<file path="src/rtl/float_norm.sv">
// Iterative normalisation stage for the single-precision add/subtract path:
// one left shift per clock, packs sign/exponent/fraction into an IEEE-754 word.
module float_norm #(
    parameter int MANT_W = 25,
    parameter int EXP_W  = 8
) (
    input  logic                      clk,
    input  logic                      rst_n,
    input  logic                      in_valid,
    output logic                      in_ready,
    input  logic                      in_sgn,
    input  logic [EXP_W-1:0]          in_exp,
    input  logic [MANT_W-1:0]         in_mant,
    output logic                      out_valid,
    input  logic                      out_ready,
    output logic [EXP_W+MANT_W-2:0]   out_data,
    output logic                      busy
);

    localparam int FRAC_W = MANT_W - 2;
    localparam int WORD_W = 1 + EXP_W + FRAC_W;

    typedef enum logic [1:0] {IDLE, NORM, DONE} state_t;

    state_t              state, state_d;
    logic                sgn_q, sgn_d;
    logic [EXP_W-1:0]    exp_q, exp_d;
    logic [MANT_W-1:0]   mant_q, mant_d;
    logic                inf_q, inf_d;
    logic [WORD_W-1:0]   data_q, data_d;
    logic [EXP_W-1:0]    exp_inc;

    assign exp_inc = exp_q + EXP_W'(1);

    always_ff @(posedge clk or negedge rst_n) begin
        if (!rst_n) begin
            state  <= IDLE;
            sgn_q  <= 1'b0;
            exp_q  <= '0;
            mant_q <= '0;
            inf_q  <= 1'b0;
            data_q <= '0;
        end else begin
            state  <= state_d;
            sgn_q  <= sgn_d;
            exp_q  <= exp_d;
            mant_q <= mant_d;
            inf_q  <= inf_d;
            data_q <= data_d;
        end
    end

    always_comb begin
        state_d = state;
        sgn_d   = sgn_q;
        exp_d   = exp_q;
        mant_d  = mant_q;
        inf_d   = inf_q;
        data_d  = data_q;
        unique case (state)
            IDLE: begin
                if (in_valid) begin
                    sgn_d   = in_sgn;
                    exp_d   = in_exp;
                    mant_d  = in_mant;
                    // Infinity is decided by the exponent as presented, before any shifting
                    inf_d   = (in_exp == '1);
                    state_d = NORM;
                end
            end
            NORM: begin
                if (inf_q) begin
                    data_d  = {sgn_q, {EXP_W{1'b1}}, {FRAC_W{1'b0}}};
                    state_d = DONE;
                end else if (mant_q == '0) begin
                    data_d  = '0;
                    state_d = DONE;
                end else if (mant_q[MANT_W-1]) begin
                    if (exp_inc == '1)
                        data_d = {sgn_q, {EXP_W{1'b1}}, {FRAC_W{1'b0}}};
                    else
                        data_d = {sgn_q, exp_inc, mant_q[MANT_W-2:1]};
                    state_d = DONE;
                end else if (mant_q[MANT_W-2]) begin
                    data_d  = {sgn_q, exp_q, mant_q[FRAC_W-1:0]};
                    state_d = DONE;
                end else if (exp_q <= EXP_W'(1)) begin
                    data_d  = {sgn_q, {(EXP_W+FRAC_W){1'b0}}};
                    state_d = DONE;
                end else begin
                    mant_d = mant_q << 1;
                    exp_d  = exp_q - EXP_W'(1);
                end
            end
            DONE: begin
                if (out_ready)
                    state_d = IDLE;
            end
            default: state_d = IDLE;
        endcase
    end

    assign in_ready  = (state == IDLE);
    assign out_valid = (state == DONE);
    assign busy      = (state != IDLE);
    assign out_data  = data_q;

endmodule

</file>
<file path="config.mk">
export PLATFORM = sky130hd
export DESIGN_NAME = float_norm
export DESIGN_NICKNAME = d
export VERILOG_FILES = /design/src/rtl/float_norm.sv
export SDC_FILE = /design/constraint.sdc
export NUM_CORES = 1
export LEC_CHECK = 0
export BUFFER_PORTS_ARGS = -buffer_cell sky130_fd_sc_hd__buf_2
export CAP_MARGIN = 20
export CORE_MARGIN = 5
export CORE_UTILIZATION = 50
export DETAILED_ROUTE_END_ITERATION = 6
export HOLD_SLACK_MARGIN = 0.06
export MAX_ROUTING_LAYER = met4
export PLACE_DENSITY = 0.74
export SLEW_MARGIN = 5
export SYNTH_ARGS = -nofsm -noshare
export SYNTH_HDL_FRONTEND = slang
export SYNTH_SLANG_ARGS = --single-unit
</file>
<file path="constraint.sdc">
create_clock -name clk -period 2.98 [get_ports clk]
set_clock_uncertainty 0.2 [all_clocks]
set_input_delay 0.298 -clock clk [delete_from_list [all_inputs] [get_ports clk]]
set_output_delay 0.298 -clock clk [all_outputs]
set_load 0.05 [all_outputs]
</file>
==> impl_summary.log <==
[metrics] outcome: finished, final reports clean
[metrics] CTS buffer count: 9
[metrics] total wire length after detailed routing: 10.5 mm
[metrics] detailed-route vias per instance: 5.93
[metrics] Setup TNS Final: 0 ns
[metrics] most frequent cell after synthesis: sky130_fd_sc_hd__dfrtp_1
[metrics] average cell area after synthesis: 9.91 um^2
[metrics] number of enable-type register cells in the synthesized netlist: 0
[metrics] Post-Place Cells: 536
[metrics] antenna viol nets, final: 0
[metrics] Filler Cells Inserted: 676
[metrics] worst setup margin: 0.336 ns
[metrics] simple-gate portion of the synthesized area: 14.0%
[metrics] number of rows created at floorplan: 31
[metrics] Sink Count: 69
[metrics] ports placed on the boundary: 73
[metrics] Cell Count, Final, Fillers Out: 557
[metrics] worst slack after detailed placement: 0.352 ns
[metrics] largest family of logic cells by synthesized area: compound AO/OA/AOI/OAI gates
[metrics] Slew Limit Fails: 0
[metrics] via count: 3,305
[metrics] CP Data Arrival Time: 2.66 ns
[metrics] final critical path time including I/O delays and setup: 2.64 ns
[metrics] maximum number of pins on one net before global-route repair: 38
[metrics] Routability Congestion: 0.869
[metrics] CTS H-tree depth: 3
[metrics] Hold/Removal Path Class: input port to flop
[metrics] FFs w/ async S/R, synth: 100%
[metrics] combined global-route utilization of all metal layers: 24.3%
[metrics] clock transition at the register clock pins on the worst setup and hold paths after CTS: 0.07 ns
[metrics] actual slew at the worst max-slew pin: 0.732 ns
[metrics] multi-input logic area: 0.00184 mm^2
[metrics] prevailing post-synth register cell: sky130_fd_sc_hd__dfrtp_1
[metrics] R2R Setup Slk: 0.34 ns
[metrics] Design Area, Final: 0.00446 mm^2
[metrics] antenna fix cells: 0
[metrics] Maximum Capacitance Violations: 0
[metrics] cell types with the highest counts after synthesis: 69 x sky130_fd_sc_hd__dfrtp_1, 60 x sky130_fd_sc_hd__nand2_1, 37 x sky130_fd_sc_hd__o21ai_0
[metrics] area of the die: 0.00933 mm^2
[metrics] setup repair bufs after CTS: 0
[metrics] YS warnings: 0
[metrics] core outline area: 0.00729 mm^2
[metrics] Die Wd: 96.6 um
[metrics] Synth Area in Adders: 1.34%
[metrics] number of nets in the final layout: 496
[metrics] fraction of the mapped netlist area in compound gates: 21.7%
[metrics] synthesis-to-finish area growth: 19.1%
[metrics] number of distinct library cells after synthesis: 49
[metrics] vias in the first global route: 3,288
[metrics] highest clock rate: 0.378 GHz
[metrics] antenna violations before repair: 0
[metrics] I/O Buffers: 72
[metrics] clock insertion delay at the later pin of the skew report: 0.35 ns
[metrics] DRC violations left: 0
[metrics] area share of xor/xnor cells in the synthesized design: 0.467%
[metrics] wire length of the first global-routing pass: 16.8 mm
[metrics] fraction of layout cells with a size suffix above 1: 30.6%
[metrics] share of the clock period used by the worst path: 88.7%
[metrics] Mapped Cells: 378
[metrics] critical path required time: 3.00 ns
[metrics] Seq/Total Area, Yosys: 46.1%
[metrics] nets in the synthesized netlist: 420
[metrics] DIE HEIGHT: 96.6 um
[metrics] crit path kind: flop to flop
[metrics] leading area contributor after synthesis: sky130_fd_sc_hd__dfrtp_1
[metrics] WL/cell: 18.8 um
[metrics] initial cell density of the core: 51.4%
[metrics] Max transition margin: 51.2%
[metrics] CP Capture Type: flop
[metrics] area fraction of the dominant cell type after synthesis: 46.1%
[metrics] post-synthesis mux area share: 11.5%
[metrics] Static Leakage: 2.07 nW
[metrics] #FFs+latches synth: 69
[metrics] Startpoint Class: flop
[metrics] DPL Wire Length: 7.22 mm
[metrics] count of endpoints failing hold in the final timing report: 0
[metrics] Placed Instance Area: 0.00422 mm^2
[metrics] Max FO, Critical Path: 21
[metrics] worst vdd ir: 0.831 mV
[metrics] overflow left after global routing: 0
[metrics] initial detailed-routing violation count: 301
[metrics] count of endpoints failing setup in the final report: 0
[metrics] setup repair after global routing missed its margin: false
[metrics] CTS max path bufs: 2
[metrics] cells taking the most area after synthesis: sky130_fd_sc_hd__dfrtp_1 46%, sky130_fd_sc_hd__mux2_4 6.8%, sky130_fd_sc_hd__nand2_1 6.0%, sky130_fd_sc_hd__o2bb2ai_1 5.4%, sky130_fd_sc_hd__o21ai_0 4.9%
[metrics] synthesized area: 0.00375 mm^2
[metrics] TritonCTS clock tree: yes
[metrics] cell at the root of the clock tree: sky130_fd_sc_hd__clkbuf_8
[metrics] register area: 0.00173 mm^2
[metrics] power per unit of standard cell area: 1280 mW/mm^2
[metrics] number of optimization iterations in the first detailed-route pass: 5
[layout by cell type (no fill, tap or decap), types with 5 or more instances in the layout]
cell / synthesis / routed
sky130_fd_sc_hd__a21oi_1: 12 / 12
sky130_fd_sc_hd__a22oi_1: 22 / 22
sky130_fd_sc_hd__buf_2: 5 / 72
sky130_fd_sc_hd__buf_4: 0 / 16
sky130_fd_sc_hd__clkbuf_8: 0 / 9
sky130_fd_sc_hd__dfrtp_1: 69 / 69
sky130_fd_sc_hd__dlygate4sd3_1: 0 / 6
sky130_fd_sc_hd__inv_1: 11 / 11
sky130_fd_sc_hd__mux2_2: 11 / 11
sky130_fd_sc_hd__mux2_4: 17 / 17
sky130_fd_sc_hd__nand2_1: 60 / 60
sky130_fd_sc_hd__nand3_1: 5 / 5
sky130_fd_sc_hd__nor2_1: 9 / 9
sky130_fd_sc_hd__nor3_1: 7 / 7
sky130_fd_sc_hd__nor4_1: 10 / 10
sky130_fd_sc_hd__o21ai_0: 37 / 37
sky130_fd_sc_hd__o2bb2ai_1: 23 / 23
[repair_timing]
action,in CTS,in global routing
hold buffers,6,0
hold endpoints to repair,27,0
resized for setup,0,0
[area by class of cell]
class                           count  share of cell area [%]
Multi-Input combinational cell    268                    41.2
Sequential cell                    69                    38.7
Timing Repair Buffer               94                    12.1
Clock buffer                        9                    2.77
Tap cell                           99                    2.77
Clock inverter                      6                    1.43
Inverter                           12                    1.07
[sequential cells by signal, summed over array words and instances, names as in the netlist]
register and cells:
out_data 32, state 2, exp_q 8, sgn_q 1, mant_q 25, inf_q 1
[power by group]
group,internal (mW),switching [mW],leakage (nW)
clock,0.382,0.369,0.0915
combinational,1.14,2.01,1.12
sequential,1.37,0.435,0.864
[layer usage]
layer  vias up  global-route usage (%)  routed length, um
met3        12                    3.72                773
met2       141                    34.9               4740
met5         -                       -                  0
met4         0                    9.00                121
li1       1536                       -                  -
met1      1616                    34.9               4860
[final timing paths]
check / from / cells after the start / end
worst max-delay path: exp_q[3]$_DFFE_PN0P_ / 6 / out_data[22]$_DFFE_PN0P_
worst min-delay path: in_exp[3] / 3 / exp_q[3]$_DFFE_PN0P_
worst max register to register: exp_q[3]$_DFFE_PN0P_ / 6 / out_data[22]$_DFFE_PN0P_
worst min register to register: out_data[13]$_DFFE_PN0P_ / 1 / out_data[13]$_DFFE_PN0P_
max in group asynchronous: rst_n / 3 / exp_q[6]$_DFFE_PN0P_
min in group asynchronous: rst_n / 2 / out_data[18]$_DFFE_PN0P_
[stage by stage]
stage	power [mW]	util, %	hold slack, ns
floorplan	4.12	-	-0.198
global placement	4.88	57.8	0.118
detailed placement	4.94	57.8	0.132
CTS	5.71	61.2	0.0668
global route	6.05	61.2	0.0995
finish	5.71	61.2	0.0762
[cells by family after synthesis]
family          Yosys count
compound gates          118
simple gates            111
flops                    69
buf+inv                  41
mux                      33
fa+ha+maj                 4
xor+xnor                  2
[worst max-delay path: stages, from the launching register on]
cell and delay [ns]:
sky130_fd_sc_hd__dfrtp_1 0.47, sky130_fd_sc_hd__or4_4 0.56, sky130_fd_sc_hd__or4_4 0.49, sky130_fd_sc_hd__nand2_2 0.11, sky130_fd_sc_hd__o21ai_2 0.22, sky130_fd_sc_hd__buf_4 0.31, sky130_fd_sc_hd__o2bb2ai_1 0.15
(Power assumes the default switching activity.)
